`config.mk`:
```
export PLATFORM = sky130hd
export DESIGN_NAME = move_scheduler
export DESIGN_NICKNAME = d
export VERILOG_FILES = /design/src/rtl/tictactoe_pkg.sv /design/src/rtl/move_scheduler.sv
export SDC_FILE = /design/constraint.sdc
export NUM_CORES = 1
export LEC_CHECK = 0
export BUFFER_PORTS_ARGS = -buffer_cell sky130_fd_sc_hd__buf_4
export CORE_AREA = 2 2 54 56
export CTS_BUF_LIST = sky130_fd_sc_hd__clkbuf_4 sky130_fd_sc_hd__clkbuf_8
export DETAILED_ROUTE_END_ITERATION = 6
export DIE_AREA = 0 0 56 58
export PLACE_DENSITY_LB_ADDON = 0.08
export SLEW_MARGIN = 20
export SYNTH_ARGS = -nofsm -noshare
export SYNTH_HDL_FRONTEND = slang
export SYNTH_SLANG_ARGS = --single-unit
```
`constraint.sdc`:
```
create_clock -name clock -period 2.68 [get_ports clock]
set_clock_uncertainty 0.2 [all_clocks]
set_input_delay 0.536 -clock clock [delete_from_list [all_inputs] [get_ports clock]]
set_output_delay 0.536 -clock clock [all_outputs]
set_load 0.05 [all_outputs]
```
`src/rtl/tictactoe_pkg.sv`:
```
// Shared tic-tac-toe types: cell encoding, board geometry and scheduler states.
package tictactoe_pkg;

    localparam int N_CELLS = 9;
    localparam int POS_W   = 4;

    typedef enum logic [1:0] {
        EMPTY  = 2'b00,
        X_MARK = 2'b01,
        O_MARK = 2'b10
    } cell_t;

    typedef enum logic [2:0] {
        S_IDLE,
        S_P_WAIT,
        S_P_WRITE,
        S_C_DELAY,
        S_C_SCAN,
        S_C_WRITE
    } sched_state_t;

endpackage

```
`src/rtl/move_scheduler.sv`:
```
// Sequences board writes for player moves (handshake + legality check) and
// computer moves (think delay, then first-empty-cell scan).
module move_scheduler #(
    parameter int N_CELLS        = tictactoe_pkg::N_CELLS,
    parameter int POS_W          = tictactoe_pkg::POS_W,
    parameter int COMPUTER_DELAY = 2
) (
    input  logic                 clock,
    input  logic                 reset,
    input  logic                 player_play,
    input  logic                 computer_play,
    input  logic                 player_valid,
    input  logic [POS_W-1:0]     player_pos,
    output logic                 player_ready,
    input  logic [2*N_CELLS-1:0] board_state,
    output logic                 wr_en,
    output logic [POS_W-1:0]     wr_pos,
    output logic [1:0]           wr_mark,
    output logic                 play,
    output logic                 pc,
    output logic                 illegal_move,
    output logic                 no_space
);
    import tictactoe_pkg::*;

    localparam int CNT_W = (COMPUTER_DELAY > 1) ? $clog2(COMPUTER_DELAY) : 1;

    sched_state_t     state_q, state_d;
    logic [CNT_W-1:0] cnt_q, cnt_d;
    logic [POS_W-1:0] idx_q, idx_d;
    logic             wr_en_q, wr_en_d;
    logic [POS_W-1:0] wr_pos_q, wr_pos_d;
    logic [1:0]       wr_mark_q, wr_mark_d;
    logic             play_q, play_d;
    logic             pc_q, pc_d;
    logic             illegal_q, illegal_d;
    logic             no_space_q, no_space_d;

    logic             player_cell_empty;
    logic             scan_cell_empty;

    // Out-of-range positions read garbage here, but they are rejected before use.
    assign player_cell_empty = (cell_t'(board_state[{player_pos, 1'b0} +: 2]) == EMPTY);
    assign scan_cell_empty   = (cell_t'(board_state[{idx_q, 1'b0} +: 2]) == EMPTY);

    always_comb begin
        state_d    = state_q;
        cnt_d      = cnt_q;
        idx_d      = idx_q;
        wr_en_d    = 1'b0;
        wr_pos_d   = wr_pos_q;
        wr_mark_d  = wr_mark_q;
        play_d     = 1'b0;
        pc_d       = 1'b0;
        illegal_d  = 1'b0;

        no_space_d = 1'b1;
        for (int i = 0; i < N_CELLS; i++) begin
            if (cell_t'(board_state[2*i +: 2]) == EMPTY) no_space_d = 1'b0;
        end

        unique case (state_q)
            S_IDLE: begin
                if (player_play) begin
                    state_d = S_P_WAIT;
                end else if (computer_play) begin
                    if (COMPUTER_DELAY == 0) begin
                        state_d = S_C_SCAN;
                        idx_d   = '0;
                    end else begin
                        state_d = S_C_DELAY;
                        cnt_d   = CNT_W'(COMPUTER_DELAY - 1);
                    end
                end
            end
            S_P_WAIT: begin
                // Losing the enable wins over a simultaneous handshake.
                if (!player_play) begin
                    state_d = S_IDLE;
                end else if (player_valid) begin
                    if (player_pos >= POS_W'(N_CELLS) || !player_cell_empty) begin
                        illegal_d = 1'b1;
                    end else begin
                        state_d   = S_P_WRITE;
                        wr_en_d   = 1'b1;
                        wr_pos_d  = player_pos;
                        wr_mark_d = X_MARK;
                        play_d    = 1'b1;
                    end
                end
            end
            S_C_DELAY: begin
                if (!computer_play) begin
                    state_d = S_IDLE;
                end else if (cnt_q == '0) begin
                    state_d = S_C_SCAN;
                    idx_d   = '0;
                end else begin
                    cnt_d = cnt_q - CNT_W'(1);
                end
            end
            S_C_SCAN: begin
                if (!computer_play) begin
                    state_d = S_IDLE;
                end else if (scan_cell_empty) begin
                    state_d   = S_C_WRITE;
                    wr_en_d   = 1'b1;
                    wr_pos_d  = idx_q;
                    wr_mark_d = O_MARK;
                    pc_d      = 1'b1;
                end else if (idx_q == POS_W'(N_CELLS - 1)) begin
                    state_d = S_IDLE;
                end else begin
                    idx_d = idx_q + POS_W'(1);
                end
            end
            S_P_WRITE, S_C_WRITE: state_d = S_IDLE;
            default:              state_d = S_IDLE;
        endcase
    end

    always_ff @(posedge clock or posedge reset) begin
        if (reset) begin
            state_q    <= S_IDLE;
            cnt_q      <= '0;
            idx_q      <= '0;
            wr_en_q    <= 1'b0;
            wr_pos_q   <= '0;
            wr_mark_q  <= '0;
            play_q     <= 1'b0;
            pc_q       <= 1'b0;
            illegal_q  <= 1'b0;
            no_space_q <= 1'b0;
        end else begin
            state_q    <= state_d;
            cnt_q      <= cnt_d;
            idx_q      <= idx_d;
            wr_en_q    <= wr_en_d;
            wr_pos_q   <= wr_pos_d;
            wr_mark_q  <= wr_mark_d;
            play_q     <= play_d;
            pc_q       <= pc_d;
            illegal_q  <= illegal_d;
            no_space_q <= no_space_d;
        end
    end

    assign player_ready = (state_q == S_P_WAIT);
    assign wr_en        = wr_en_q;
    assign wr_pos       = wr_pos_q;
    assign wr_mark      = wr_mark_q;
    assign play         = play_q;
    assign pc           = pc_q;
    assign illegal_move = illegal_q;
    assign no_space     = no_space_q;

endmodule

```
==> results.md <==
- The run finished with clean final reports.
- Walking the worst path, the cells encountered are inv_2 -> mux4_2 -> o21ai_4 -> o21ai_2 -> a221o_1 -> mux2_4.
- The worst setup slack after placement is -0.137 ns.
- The part of the cycle the worst path needs is 95.4%.
- The number of remaining DRC errors is 0.
- For this run, global-route usage on met3 was measured as around 4.7%.
- The number of placed I/O pins is 39.
- The die is a little under 60 um tall.
- The worst hold slack across all endpoints is 0.133 ns.
- The first-pass GRT wire length is about 5200 um.
- The standby leakage power is a little under 0.0008 uW.
- The standard-cell row count is 19.
- The global placement routability congestion is between 0.8 and 0.9.
- The nature of the critical path endpoint is a flop.
- STA puts the critical path data required time at roughly 2.7 ns.
- The total via count after detailed routing is ~1.2k.
- The routed via count divided by cell count is around 5.7.
- The cell accounting for the most synthesized area is sky130_fd_sc_hd__dfrtp_1.
- In this run, synthesis produced a sequential element count of 19.
- At the later pin of the worst-skew pair, clock insertion delay measures approximately 0.31 ns.
- In this design, the stage delay of the slowest critical-path cell is ~0.56 ns.
- The number of enable-type register cells in the synthesized netlist is 0.
- The worst IR drop on VDD is between 0.6 and 0.7 mV.
- In this run the critical register-to-register path is captured at wr_pos[0].
- STA puts the critical path data arrival time at 2.57 ns.
- The die is 56 um wide.
- The TritonCTS clock tree is done.
- The number of nets in the finished design is 210.
- The global-route met1 utilization is 27.4%.
- The total routing resource utilization after global routing is ~20%.
- In this run the clock root is driven by a sky130_fd_sc_hd__clkbuf_4.
- Once placement completed, the tool counted placed cells totaling 207.
- The ratio of cells with drive above 1 in the final layout is roughly 32%.
- Counting every instance in the synthesized netlist gives 140.
- The power density over the cells is 787 nW/um^2.
- The leading cell type by number of instances after synthesis is sky130_fd_sc_hd__dfrtp_1.
- In this run the tool buffered the top-level ports with 38 buffer cells.
- In the synthesized netlist, the cells that appear most often are sky130_fd_sc_hd__dfrtp_1 (19), sky130_fd_sc_hd__nor2_1 (18), sky130_fd_sc_hd__nand2_1 (16).
- The clock transition at the registers of the reported paths is between 0.1 and 0.15 ns.
- The final layout contains routed wiring with a total length of between 3000 and 4000 um.
- The startpoint identified for the worst register-to-register timing path is idx_q[0].
- Counting cells, the worst reg-to-reg path comes to 6.
- The count of final max-slew check failures is 0.
- TritonCTS created 3 clock buffers.
- The standard cell with the maximum stage delay on the critical path is sky130_fd_sc_hd__mux4_2.
- The setup TNS is 0 ns.
- Max-cap violations in this run came to 0.
- The hold buffer count at CTS is 0.
- CTS built an H-tree with a depth of 1.
- The final-report hold violation count is 0.
- The time the worst path needs with I/O delays and setup is ~2.6 ns.
- Setup slack closes at around 0.12 ns.
- The iteration count of the initial detailed-routing pass is 4.
- The synthesized net count is between 150 and 200.
- The count of inserted antenna diode cells is 0.
- The initial standard-cell utilization of the core is 47.6%.
- The post-synthesis instance area is 1270 sq um.
- The overflow left after global routing is 0.
- The peak fanout along the critical path is 9.
- The number of gates given a new drive strength after cts is 0.
- The category of the most critical setup path is flop to flop.
- The via count of the first global-routing pass was between 1k and 1.5k.
- Global routing consumed, on the met2 layer, about a third of the routing resources.
- During synthesis, Yosys emitted a total of 0 warnings.
- In the synthesized netlist the async set-or-reset flop fraction comes to 100%.
- The remaining antenna violation count after routing is 0.
- The number of buffers between clock root and the deepest sink is 2.
- The share of synthesized area in the top cell type comes to between 30% and 40%.
- After synthesis, the mean cell area works out to ~9.0 sq um.
- The kind of launch point of the worst setup path is a flop.
- Total power for the finished layout comes to approximately 1300 uW.
- Across all register-to-register paths, the minimum setup slack is 0.12 ns.
- By area the synthesized netlist is led by sky130_fd_sc_hd__dfrtp_1 (38%), sky130_fd_sc_hd__nor2_1 (5.3%), sky130_fd_sc_hd__mux2_4 (4.7%), sky130_fd_sc_hd__nand2_1 (4.7%), sky130_fd_sc_hd__mux4_2 (3.6%).
- Entering global routing, the biggest net connects 20 pins.
- The final number of setup-violating endpoints is 0.
- The initial detailed-routing violation count is 52.
- Relative to the synthesized area, the layout overhead comes to 27.9%.
- For the pin with the worst max-slew slack, the measured transition is 0.737 ns.
- The core outline area is ~2700 sq um.
- After clock tree synthesis, the setup repair step added 0 buffers.
- Dividing the detail-routed wire length by the instance count gives 14.3 um.
- After the flow finishes, the layout carries non-filler instances totaling 211.
- Based on the critical path, the design can be clocked at up to between 300 and 400 MHz.
- Detailed placement finished with a half-perimeter wire length of about 2300 um.
- The initial antenna violation count is 0.
- Setup repair after global routing left no endpoint under its margin.
- The die covers 3250 sq um.
- After synthesis, the netlist uses 43 different library cells.
- The type of the tightest min-delay check is primary input to asynchronous set/reset pin.
- The share of synthesized area occupied by flip-flops and latches is 37.5%.
- Clock tree synthesis found a total of 19 sinks.
- The peak-usage layer in the global routing report is met2.
- In this run the tightest slew margin relative to its limit is between 50% and 60%.
- Among all flip-flop cells after synthesis, the most frequent one is sky130_fd_sc_hd__dfrtp_1.
[registers in the layout (all words and copies together) (netlist names)]
register      cells
wr_en             1
pc                1
no_space          1
illegal_move      1
idx_q             4
wr_mark           2
play              1
cnt_q             1
state_q           3
wr_pos            4
[kinds of logic (layout without fill, tap and decap cells)]
kind of cell / Yosys count / after routing / share of synthesized area [%]
flops: 19 / 19 / 37.5
simple gates: 69 / 69 / 28.8
compound gates: 32 / 32 / 19.3
fa+ha+maj: 2 / 2 / 1.98
mux: 6 / 6 / 8.30
buf+inv: 12 / 52 / 4.15
[worst max-delay path by stage]
| stage | end | depth (start not counted) | startpoint |
|---|---|---|---|
| 3_3_place_gp | wr_pos[3] | 7 | board_state[0] |
| 3_5_place_dp | wr_pos[0] | 7 | board_state[0] |
| 5_1_grt | wr_pos[0] | 6 | idx_q[0] |
| 4_1_cts | wr_pos[0] | 6 | idx_q[0] |
| 6_report | wr_pos[0] | 6 | idx_q[0] |
| 2_1_floorplan | wr_pos[0] | 7 | state_q[0] |
[cell type report]
class,instances,area (sq um)
clock buffers,3,22.5
clock inverters,1,5.00
fillers,254,1040
inverters,7,26.3
multi-input cells,109,743
flip-flops and latches,19,475
well taps,31,38.8
repair buffers,41,308
[placed cells by master, fill, tap and decap left out, types with 4 or more instances in the layout]
cell type                 Yosys  layout
sky130_fd_sc_hd__or2_1        4       4
sky130_fd_sc_hd__mux2_4       4       4
sky130_fd_sc_hd__nand2_1     16      16
sky130_fd_sc_hd__o21ai_0      7       7
sky130_fd_sc_hd__and2_1       5       5
sky130_fd_sc_hd__buf_4        0      41
sky130_fd_sc_hd__nor2_1      18      18
sky130_fd_sc_hd__dfrtp_1     19      19
sky130_fd_sc_hd__inv_1        6       6
sky130_fd_sc_hd__a21oi_1      5       5
sky130_fd_sc_hd__nor3_1       7       6
[per-stage QoR]
step	utilization [%]	instance area [sq um]
after floorplan	-	1270
after global placement	59.8	1590
after detailed placement	59.8	1590
after CTS	60.8	1620
after global routing	60.8	1620
final	60.8	1620
[report_power, final]
group          switching (uW)  internal, uW  leakage, uW
clock                     104          55.8    0.0000177
sequential               80.7           364     0.000240
combinational             398           272     0.000521
total                     583           692     0.000779
[routing by layer]
metal	up-vias	share of wire, %
met5	-	0
met4	0	1.2
met3	4	4.0
met2	23	47
met1	578	48
li1	592	-
[critical path: cells and delay by family (launching register included)]
family / cells / cell delay, ns
muxes: 2 / 0.91
DFF: 1 / 0.44
AOI/OAI and AO/OA: 3 / 0.77
buffers and inverters: 1 / 0.15
Note: power is estimated with default switching activity, not from simulation.
